<file path="config.mk">
export PLATFORM = sky130hd
export DESIGN_NAME = wb_load_unit
export DESIGN_NICKNAME = d
export VERILOG_FILES = /design/src/rtl/wb_load_unit.sv
export SDC_FILE = /design/constraint.sdc
export NUM_CORES = 1
export LEC_CHECK = 0
export BUFFER_PORTS_ARGS = -buffer_cell sky130_fd_sc_hd__buf_2
export CORE_MARGIN = 3
export CORE_UTILIZATION = 40
export DETAILED_ROUTE_END_ITERATION = 10
export HOLD_SLACK_MARGIN = 0.03
export SLEW_MARGIN = 15
export SYNTH_ARGS = -nofsm -noshare
export SYNTH_HDL_FRONTEND = slang
export SYNTH_SLANG_ARGS = --single-unit
</file>
<file path="constraint.sdc">
create_clock -name clk -period 3.6 [get_ports clk]
set_input_delay 0.18 -clock clk [delete_from_list [all_inputs] [get_ports clk]]
set_output_delay 0.18 -clock clk [all_outputs]
set_load 0.05 [all_outputs]
</file>
<file path="src/rtl/wb_load_unit.sv">
// Writeback stage with a variable-latency load return path.
// Loads wait for the RAM read response, then the selected lane is aligned and extended.
module wb_load_unit #(
   parameter int DATA_WIDTH     = 32,
   parameter int ADDR_WIDTH     = 32,
   parameter int REG_ADDR_WIDTH = 5
) (
   input  logic                      clk,
   input  logic                      rst,
   input  logic                      in_valid,
   output logic                      in_ready,
   input  logic                      flush,
   input  logic                      mem_read_flag,
   input  logic                      mem_write_flag,
   input  logic                      mem_sign_flag,
   input  logic [1:0]                mem_size,
   input  logic [DATA_WIDTH-1:0]     result_in,
   input  logic                      reg_write_en_in,
   input  logic [REG_ADDR_WIDTH-1:0] reg_write_addr_in,
   input  logic [ADDR_WIDTH-1:0]     current_pc_addr_in,
   input  logic [DATA_WIDTH-1:0]     hi_write_data_in,
   input  logic [DATA_WIDTH-1:0]     lo_write_data_in,
   input  logic                      hilo_write_en_in,
   input  logic                      ram_rvalid,
   input  logic [DATA_WIDTH-1:0]     ram_read_data,
   output logic                      wb_valid,
   output logic [DATA_WIDTH-1:0]     result_out,
   output logic                      reg_write_en_out,
   output logic [REG_ADDR_WIDTH-1:0] reg_write_addr_out,
   output logic [DATA_WIDTH-1:0]     hi_write_data_out,
   output logic [DATA_WIDTH-1:0]     lo_write_data_out,
   output logic                      hilo_write_en_out,
   output logic                      load_misaligned,
   output logic                      debug_reg_write_en,
   output logic [ADDR_WIDTH-1:0]     debug_pc_addr_out
);

   localparam int OFF_W = $clog2(DATA_WIDTH / 8);

   typedef enum logic [1:0] {IDLE, WAIT_RD, DRAIN} state_t;
   state_t state;

   // fields of the load parked in WAIT_RD
   logic [OFF_W-1:0]          ld_off;
   logic [1:0]                ld_size;
   logic                      ld_sign;
   logic                      ld_rwe;
   logic [REG_ADDR_WIDTH-1:0] ld_raddr;
   logic [ADDR_WIDTH-1:0]     ld_pc;
   logic [DATA_WIDTH-1:0]     ld_hi;
   logic [DATA_WIDTH-1:0]     ld_lo;
   logic                      ld_hwe;

   logic                  accept;
   logic [OFF_W-1:0]      in_off;
   logic [OFF_W-1:0]      size_mask;
   logic                  misaligned;
   logic [DATA_WIDTH-1:0] shifted;
   logic [DATA_WIDTH-1:0] lane_mask;
   logic                  lane_msb;
   logic [DATA_WIDTH-1:0] ld_ext;

   assign in_ready           = (state == IDLE);
   assign accept             = in_valid & in_ready & ~flush;
   assign debug_reg_write_en = reg_write_en_out;
   assign in_off             = result_in[OFF_W-1:0];

   // a double on a 32-bit datapath is illegal and reported like a misalignment
   always_comb begin
      size_mask = '0;
      case (mem_size)
         2'd0:    size_mask = '0;
         2'd1:    size_mask = OFF_W'(1);
         2'd2:    size_mask = OFF_W'(3);
         default: size_mask = OFF_W'(7);
      endcase
      misaligned = (|(in_off & size_mask)) |
                   ((mem_size == 2'd3) && (DATA_WIDTH < 64));
   end

   always_comb begin
      shifted   = ram_read_data >> {ld_off, 3'b000};
      lane_mask = '1;
      lane_msb  = shifted[DATA_WIDTH-1];
      case (ld_size)
         2'd0: begin
            lane_mask = DATA_WIDTH'(8'hFF);
            lane_msb  = shifted[7];
         end
         2'd1: begin
            lane_mask = DATA_WIDTH'(16'hFFFF);
            lane_msb  = shifted[15];
         end
         2'd2: begin
            lane_mask = DATA_WIDTH'(32'hFFFF_FFFF);
            lane_msb  = shifted[31];
         end
         default: begin
            lane_mask = '1;
            lane_msb  = shifted[DATA_WIDTH-1];
         end
      endcase
      ld_ext = (shifted & lane_mask) | ((ld_sign & lane_msb) ? ~lane_mask : '0);
   end

   always_ff @(posedge clk or negedge rst) begin
      if (!rst) begin
         state              <= IDLE;
         wb_valid           <= 1'b0;
         result_out         <= '0;
         reg_write_en_out   <= 1'b0;
         reg_write_addr_out <= '0;
         hi_write_data_out  <= '0;
         lo_write_data_out  <= '0;
         hilo_write_en_out  <= 1'b0;
         load_misaligned    <= 1'b0;
         debug_pc_addr_out  <= '0;
         ld_off             <= '0;
         ld_size            <= '0;
         ld_sign            <= 1'b0;
         ld_rwe             <= 1'b0;
         ld_raddr           <= '0;
         ld_pc              <= '0;
         ld_hi              <= '0;
         ld_lo              <= '0;
         ld_hwe             <= 1'b0;
      end else begin
         // strobes only live for the single beat cycle; data fields hold
         wb_valid          <= 1'b0;
         reg_write_en_out  <= 1'b0;
         hilo_write_en_out <= 1'b0;
         load_misaligned   <= 1'b0;
         case (state)
            IDLE: begin
               if (accept) begin
                  if (!mem_read_flag) begin
                     wb_valid           <= 1'b1;
                     result_out         <= mem_write_flag ? '0 : result_in;
                     reg_write_en_out   <= reg_write_en_in & ~mem_write_flag;
                     reg_write_addr_out <= reg_write_addr_in;
                     hi_write_data_out  <= hi_write_data_in;
                     lo_write_data_out  <= lo_write_data_in;
                     hilo_write_en_out  <= hilo_write_en_in;
                     debug_pc_addr_out  <= current_pc_addr_in;
                  end else if (misaligned) begin
                     wb_valid           <= 1'b1;
                     load_misaligned    <= 1'b1;
                     result_out         <= '0;
                     reg_write_addr_out <= reg_write_addr_in;
                     hi_write_data_out  <= hi_write_data_in;
                     lo_write_data_out  <= lo_write_data_in;
                     debug_pc_addr_out  <= current_pc_addr_in;
                  end else begin
                     ld_off   <= in_off;
                     ld_size  <= mem_size;
                     ld_sign  <= mem_sign_flag;
                     ld_rwe   <= reg_write_en_in;
                     ld_raddr <= reg_write_addr_in;
                     ld_pc    <= current_pc_addr_in;
                     ld_hi    <= hi_write_data_in;
                     ld_lo    <= lo_write_data_in;
                     ld_hwe   <= hilo_write_en_in;
                     state    <= WAIT_RD;
                  end
               end
            end
            WAIT_RD: begin
               if (flush) begin
                  // a response arriving with the flush is simply dropped
                  state <= ram_rvalid ? IDLE : DRAIN;
               end else if (ram_rvalid) begin
                  wb_valid           <= 1'b1;
                  result_out         <= ld_ext;
                  reg_write_en_out   <= ld_rwe;
                  reg_write_addr_out <= ld_raddr;
                  hi_write_data_out  <= ld_hi;
                  lo_write_data_out  <= ld_lo;
                  hilo_write_en_out  <= ld_hwe;
                  debug_pc_addr_out  <= ld_pc;
                  state              <= IDLE;
               end
            end
            DRAIN: begin
               if (ram_rvalid) state <= IDLE;
            end
            default: state <= IDLE;
         endcase
      end
   end

endmodule

</file>
==> results.cfg, run 1 <==
[setup_path]
critPathLaunchType = register
worstPathArrival_ps = 2770
slowest_delay_ps = 990
critical_path_class = reg -> reg
cp.required_ps = 4000
crit_chain = mux4_2 > and3_4 > o41ai_2 > mux2i_1
worstPathMaxFanout = 51
setup.worst_path.end_class = register
r2r-start = ld_off[0]
crit_slowest_cell = dfrtp_2
worst_r2r_endpoint = result_out[28]
r2r_cells = 4
rrSetupSlack_ps = 1230

[routing]
drc = 0
dr_total_vias = 8424
dr.pass1.iters = 5
ant_nets = 0
viasPerCell = 5.072
avgRoutedWirePerCell_um = 18.60
routed_wirelength_mm = 30.89
drt_iter0_markers = 399

[sta]
fmax_mhz = 421.6
rsz0062_at_grt = false
final-setup-viol-count = 0
fin_crit_sh_pct = 65.89
fin_crit_ps = 2372
fin_skew_ps = 20.38
worstMarginPinSlew_ps = 947.5
slew_viol_final = 0
finalSetupTns_ps = 0
hold_ws_ps = 66.76
hold_viol = 0
slew_headroom_pct = 36.83

[die]
io_pins = 316
coreArea_um2 = 28240
start_util_pct = 41.17
rows = 61
die_width_um = 176.5
dieArea_um2 = 31140
die_y_um = 176.5

[final_layout]
fillCellCount = 2413
nets = 1437
synthToLayoutAreaGrowth_pct = 37.73
finalNonFillerCells = 1661
drive_gt1_share_pct = 56.55

[synthesis]
seq_area_frac_synth_pct = 53.17
yosysUniqueCellTypes = 37
synth_ff_type = dfrtp_1
netlist_area_um2 = 11620
syn_area_per_cell_um2 = 14.19
synth_top_area_share_pct = 53.17
synth.most_common_cell = mux2_2
synth_edf_count = 0
synthCells = 819
yosys_warnings = 0
async_flop_share_pct = 100.0
yosys.area.top_type = dfrtp_1
ys_ff_latch = 247
syn_nets = 996
netlist_top_cells_count = 323 x mux2_2, 247 x dfrtp_1, 33 x mux2i_1
synth_area_leaders = dfrtp_1 53%, mux2_2 31%, mux2i_1 2.8%

[worst_hold_path]
worst_hold_startpoint = result_in[18]
holdPathEnd = result_out[18]
whs_path_depth = 4
worst_hold_path_type = in -> reg

[clock_network]
cts_root_buffer = clkbuf_16
clk_pin_slew_ps = 60
post_cts_buffers = 0
cts_tree = yes
cts_buffers = 28
clkSinkCount = 247
ctsHoldBuffers = 142
clockBufferDepth = 3
h-tree-depth = 1
insertion_delay_ps = 550
cts_resized = 0

[pwr]
p_leak_uw = 0.007536
powerDensity_nw_per_um2 = 643.8
peakVddDrop_mv = 0.5761

[grt]
antenna_found_initial = 1
grt_pass1_vias = 8894
grt_max_degree = 115
grt_pass1_wl_mm = 48.72
grt_use_total_pct = 19.28
overflow = 0

[run]
maxCapViolCount = 0

[placement]
gp_congestion = 0.7992
placed_cells = 1466
io_buffer_count = 315
dp_hpwl_mm = 20.34

[run_status]
status = completed
## logic make-up (layout without fill, tap and decap cells)
group	after synthesis	after routing	share of synthesized area, %
mux	360	360	34.61
flops	247	247	53.17
buf+inv	80	543	3.283
compound gates	73	73	6.071
simple gates	59	59	2.863
other cells	0	1	0
## per-stage QoR
step           worst slack [ps]  area (um^2)  power (uW)  util [%]
6_report                   1228        16010       10310     56.69
5_1_grt                    1051        16010       10810     56.69
4_1_cts                    1251        16000       10420     56.65
3_5_place_dp               1259        13590        7267     48.13
3_3_place_gp               1345        13590        7209     48.13
2_1_floorplan              1706        11620        6349         -
## worst max-delay path, delay by kind of cell, from the launching register on
| family | cells | cell delay (ps) |
|---|---|---|
| compound gates | 1 | 390 |
| flops | 1 | 990 |
| mux | 2 | 560 |
| simple gates | 1 | 280 |
## area by class of cell
cell class / count / area, um^2 / area share, %
multi-input cells: 492 / 5114 / 31.94
diodes: 1 / 2.502 / 0.01563
clock buffers: 36 / 800.8 / 5.002
inverters: 19 / 71.32 / 0.4455
clock inverters: 16 / 183.9 / 1.149
repair buffers: 472 / 3183 / 19.88
flip-flops and latches: 247 / 6182 / 38.61
well taps: 378 / 473.0 / 2.954
## flip-flops by register name, summed over array words and instances, names as in the netlist, 2 cells and up
signal / flops
debug_pc_addr_out: 32
hi_write_data_out: 32
ld_hi: 32
ld_lo: 32
ld_pc: 32
lo_write_data_out: 32
result_out: 32
ld_raddr: 5
reg_write_addr_out: 5
ld_off: 2
ld_size: 2
state: 2
## layer usage
metal	global-route usage, %	share of wire [%]	up-vias
li1	-	-	3875
met1	24.82	42	4222
met2	32.60	48	284
met3	5.312	7.7	43
met4	4.321	2.0	0
met5	0	0	-
## cells in the final DEF, fill, tap and decap left out, types with 5 or more instances in the layout
cell and n:
mux2_2 323, buf_2 314, dfrtp_1 246, dlygate4sd3_1 142, mux2i_1 33, clkbuf_16 28, inv_1 19, a32o_1 17
a21o_1 16, nor2_1 13, clkinv_2 11, o41ai_2 10, buf_4 10, nand2_1 9, nand3b_1 8, o211ai_1 8
nor2b_1 8, nor3b_1 8, o41ai_1 7, a211o_1 7, clkbuf_8 7, buf_12 5
## how the worst max path moves through the flow
stage / depth (start not counted) / start / endpoint
floorplan: 7 / ld_off[1] / result_out[16]
global placement: 4 / ld_off[0] / result_out[18]
detailed placement: 4 / ld_off[0] / result_out[31]
CTS: 4 / ld_off[0] / result_out[31]
global route: 4 / ld_off[0] / result_out[20]
finish: 4 / ld_off[0] / result_out[28]
## power breakdown
group / internal (uW) / switching, uW
sequential: 3490 / 415
combinational: 1230 / 2200
clock: 1790 / 1180
Note: power is estimated with default switching activity, not from simulation.
==> run 2: changes to the inputs <==
ABC_AREA = 1   (was unset)
clock period = 2.3 ns   (was 3.6 ns; I/O delays follow)
==> run 2 against run 1 <==
First-iteration DRC count grew 120%. Cell area shrank 1.3%. Critical path depth grew 7. Critical path type unchanged. Largest power group unchanged. Worst setup slack lost 1100 ps. Sequential share of layout area grew 0.52 points. Critical endpoint is now result_out[5]. Sequential power grew 50%.
==> results.cfg, run 2 <==
[run_status]
status = completed

[synthesis]
synthCells = 1522
yosys_warnings = 0
yosys.area.top_type = dfrtp_1
synth.most_common_cell = nand2_1
syn_area_per_cell_um2 = 7.613
syn_nets = 1699
netlist_top_cells_count = 682 x nand2_1, 247 x dfrtp_1, 144 x o21ai_0
synth_top_area_share_pct = 53.34
netlist_area_um2 = 11590
ys_ff_latch = 247
synth_ff_type = dfrtp_1
seq_area_frac_synth_pct = 53.34
yosysUniqueCellTypes = 22
synth_area_leaders = dfrtp_1 53%, nand2_1 22%, o21ai_0 6.2%
synth_edf_count = 0
async_flop_share_pct = 100.0

[setup_path]
crit_chain = inv_1 > nor2_2 > buf_4 > inv_6 > buf_4 > a21oi_1 > o21ai_0 > nand2_1 > dlygate4sd3_1 > nand2_1 > nand2_1
r2r-start = state[0]
worstPathMaxFanout = 29
setup.worst_path.end_class = register
crit_slowest_cell = dlygate4sd3_1
crit_start = state[0]
cp.required_ps = 2720
critical_path_class = reg -> reg
cp_common_cell = nand2_1
slowest_delay_ps = 560
critPathLaunchType = register
rrSetupSlack_ps = 100
worstPathArrival_ps = 2620

[grt]
grt_pass1_vias = 10760
grt_max_degree = 131
overflow = 0
grt_use_total_pct = 21.63
grt_pass1_wl_mm = 55.47
antenna_found_initial = 1

[sta]
rsz0062_at_grt = false
worstMarginPinSlew_ps = 917.9
fmax_mhz = 454.3
final-setup-viol-count = 0
slew_viol_final = 0
hold_viol = 0
fin_crit_ps = 2201
hold_ws_ps = 43.67
fin_crit_sh_pct = 95.71
slew_headroom_pct = 38.81
finalSetupTns_ps = 0
fin_skew_ps = 10.28
worst_slack_ps = 98.65

[clock_network]
insertion_delay_ps = 520
ctsHoldBuffers = 145
clkSinkCount = 247
cts_resized = 0
clockBufferDepth = 3
post_cts_buffers = 0
cts_root_buffer = clkbuf_16
clk_pin_slew_ps = 60
cts_tree = yes
cts_buffers = 28
h-tree-depth = 1

[die]
rows = 61
io_pins = 316
coreArea_um2 = 28160
start_util_pct = 41.14
dieArea_um2 = 31050
die_y_um = 176.2
die_width_um = 176.2

[routing]
routed_wirelength_mm = 34.22
drc = 0
viasPerCell = 4.789
ant_nets = 0
drt_iter0_markers = 879
dr_total_vias = 11200
dr.pass1.iters = 7
avgRoutedWirePerCell_um = 14.64

[final_layout]
fillCellCount = 2598
drive_gt1_share_pct = 19.92
multi_input_area_um2 = 4397
nets = 2115
synthToLayoutAreaGrowth_pct = 36.31
final_common_cell = nand2_1
final_cell_mix = 682 x nand2_1, 314 x buf_2, 247 x dfrtp_1
seqCellArea_um2 = 6181

[worst_hold_path]
worst_hold_path_type = in -> reg
worst_hold_startpoint = result_in[31]

[pwr]
powerDensity_nw_per_um2 = 958.8
power_uw = 15140
p_leak_uw = 0.008497
peakVddDrop_mv = 0.6750

[placement]
dpl_worst_slack_ps = 261.9
dp_hpwl_mm = 22.14
gp_congestion = 0.8561
io_buffer_count = 315

[run]
maxCapViolCount = 0
## run 2: changes by cell type after synthesis, sizes merged, moves of 33 or more
cell   delta
mux2    -326
o21ai   +237
inv     +109
a21oi    +64
mux2i    -33
nand2   +674
## run 2: cells by family after synthesis
family / after synthesis / synth area share [%]
AO/OA/AOI/OAI: 303 / 13.12
flip-flops: 247 / 53.34
AND/OR/NAND/NOR: 749 / 24.76
buffers and inverters: 223 / 8.779
## run 2: through the flow
step           util [%]  cell area [um^2]  instances
2_1_floorplan         -             11590       1522
3_3_place_gp      47.61             13410       2141
3_5_place_dp      47.61             13410       2141
4_1_cts           56.07             15790       2336
5_1_grt           56.08             15790       2337
6_report          56.08             15800       2338
## run 2: path summary, 6_finish.rpt
path | endpoint | depth (start not counted)
max in group asynchronous | ld_hi[22] | 3
max | result_out[5] | 11
min | result_out[31] | 5
min reg2reg | debug_pc_addr_out[6] | 2
min in group asynchronous | ld_pc[14] | 2
max reg2reg | result_out[5] | 11
## run 2: final cells by class
| cell class | count | share of cell area, % |
|---|---|---|
| clock inverter | 10 | 0.6575 |
| tap | 378 | 2.994 |
| inverter | 128 | 3.089 |
| antenna | 2 | 0.03169 |
| multi-input combinational | 1052 | 27.84 |
| sequential | 247 | 39.13 |
| clock buffer | 40 | 5.236 |
| timing repair buffer | 481 | 21.02 |
## run 2: power breakdown
part | switching, uW | internal, uW
sequential | 457 | 5400
combinational | 3500 | 1330
clock | 1750 | 2710
total | 5700 | 9450
## run 2: critical path: cells and delay by family, from the launching register on
family | cells | cell delay [ps]
AOI/OAI and AO/OA | 2 | 120
buffers and inverters | 5 | 1340
DFF | 1 | 380
and+or+nand+nor | 4 | 240
## run 2: routing by layer
layer  routed length, um  GRT usage [%]  vias up  share of wire, %
li1                    -              -     5568                 -
met1               15190          29.40     5210                44
met2               15980          36.27      369                47
met3                2374          3.806       50               6.9
met4                 679          5.048        0               2.0
met5                   0              0        -                 0
==> run 3: changes to the inputs <==
CORE_UTILIZATION = 53   (was 40)
PLACE_DENSITY = 0.81   (was unset)
==> run 3 against run 2 <==
Largest power group unchanged. Power rose by 1.2%. Critical endpoint is now state[0]. Critical path depth down 5. Routed wire length grew 5.9%. Sequential power about the same. Cell area shrank 0.56%. Worst hold slack gained 16 ps. Core utilization increased by 18 points. Global-route usage up 8.3 points. Worst setup slack improved by 28 ps. Sequential cell count unchanged. Maximum frequency is 1.3% higher. Sequential share of layout area is 0.22 points higher. Largest cell class unchanged.
==> results.cfg, run 3 (same netlist as run 2, synthesis figures left out) <==
[final_layout]
final_core_util_pct = 74.02
final_cell_mix = 682 x nand2_1, 314 x buf_2, 247 x dfrtp_1
nets = 2116
synthToLayoutAreaGrowth_pct = 35.55
finalNonFillerCells = 2233
final_common_cell = nand2_1
antenna_cells = 0
drive_gt1_share_pct = 20.07

[routing]
dr.pass1.iters = 5
viasPerCell = 5.306
drt_iter0_markers = 1082
routed_wirelength_mm = 36.25
avgRoutedWirePerCell_um = 16.23
ant_nets = 0
dr_total_vias = 11850
drc = 0

[run_status]
status = completed

[setup_path]
crit_slowest_cell = dlygate4sd3_1
critical_path_class = reg -> reg
slowest_delay_ps = 590
critPathLaunchType = register
cp.required_ps = 2750
setup.worst_path.end_class = register
crit_chain = nor2_2 > buf_8 > inv_6 > buf_12 > o32ai_1 > dlygate4sd3_1
worstPathArrival_ps = 2630
worstPathMaxFanout = 93

[sta]
fin_crit_ps = 2174
fin_skew_ps = 12.20
slew_headroom_pct = 42.64
slew_viol_final = 0
hold_ws_ps = 59.31
rsz0062_at_grt = false
final-setup-viol-count = 0
fin_crit_sh_pct = 94.50
hold_viol = 0
fmax_mhz = 460.1
worstMarginPinSlew_ps = 860.4
finalSetupTns_ps = 0

[clock_network]
h-tree-depth = 1
clockBufferDepth = 3
cts_root_buffer = clkbuf_16
cts_tree = yes
clkSinkCount = 247
clk_pin_slew_ps = 70
insertion_delay_ps = 530
cts_buffers = 26

[die]
dieArea_um2 = 23670
rows = 53
die_y_um = 153.9
start_util_pct = 54.60
coreArea_um2 = 21220
die_width_um = 153.9
io_pins = 316

[run]
maxCapViolCount = 0

[grt]
grt_pass1_vias = 11800
grt_pass1_wl_mm = 58.62
grt_use_total_pct = 29.94
overflow = 0
grt_max_degree = 94
antenna_found_initial = 0

[pwr]
clkPwrFrac_pct = 29.4
peakVddDrop_mv = 0.6428
p_sw_uw = 5817
intPower_uw = 9514
sw_frac_of_total_pct = 37.94
p_leak_uw = 0.008519
comb_power_share_pct = 32.2
powerDensity_nw_per_um2 = 976.1
seqPwrFrac_pct = 38.4

[placement]
io_buffer_count = 315
dp_hpwl_mm = 21.92
gp_congestion = 0.9062
placed_cells = 2042

[worst_hold_path]
worst_hold_path_type = in -> reg
## run 3: cell types whose count changed in the layout (fill, tap and decap cells not counted), moves of 2 or more
cell | previous run | this run
diode_2 | 2 | 0
clkbuf_1 | 5 | 3
clkbuf_16 | 29 | 27
bufinv_16 | 2 | 4
buf_12 | 10 | 12
## run 3: per-layer routing
metal  GRT usage (%)  wire (um)  part of all wire [%]
met1           37.46      13480                    37
met3           5.967       3181                   8.8
met4           15.31       2084                   5.7
met2           49.66      17500                    48
met5               0          0                     0
## run 3: path summary, 6_finish.rpt
check	from	end	slack [ps]	cells past startpoint
max	state[1]	state[0]	130	6
min	ram_read_data[5]	result_out[5]	60	7
max reg2reg	state[1]	state[0]	130	6
min reg2reg	lo_write_data_out[31]	lo_write_data_out[31]	480	2
max in group asynchronous	rst	hi_write_data_out[20]	1380	3
min in group asynchronous	rst	debug_pc_addr_out[15]	160	2
## run 3: worst max-delay path, delay by kind of cell (launching register included)
family                 cells  cell delay [ps]
AO/OA/AOI/OAI              1              290
flip-flops                 1              400
buffers and inverters      4             1200
AND/OR/NAND/NOR            1              180
## run 3: power groups by stage
| stage | registers, uW | logic, uW | clock network (uW) |
|---|---|---|---|
| global placement | 5900 | 4540 | 0 |
| finish | 5890 | 4940 | 4500 |
| CTS | 5870 | 4870 | 4560 |
| global route | 5980 | 5360 | 4730 |
| floorplan | 7570 | 1660 | 0 |
| detailed placement | 5930 | 4650 | 0 |
## run 3: final cells by class
cell class | count | area, um^2
Inverter | 128 | 486.7
Multi-Input combinational cell | 1052 | 4397
Tap cell | 275 | 344.1
Clock inverter | 11 | 155.1
Fill cell | 1446 | 5514
Clock buffer | 36 | 769.5
Timing Repair Buffer | 484 | 3373
Sequential cell | 247 | 6181
## run 3: timing repair
action,in CTS,in global routing
setup endpoints to repair,0,1
setup buffers,0,0
hold buffers,144,0
endpoints found under the hold margin,395,0
gates resized for setup,0,2
## run 3: per-stage QoR
stage,cell area [um^2],power [uW],worst slack [ps]
4_1_cts,15700,15290,60.27
3_3_place_gp,13330,10430,449.6
6_report,15710,15330,126.4
3_5_place_dp,13330,10580,340.6
5_1_grt,15710,16070,33.05
2_1_floorplan,11590,9232,64.05
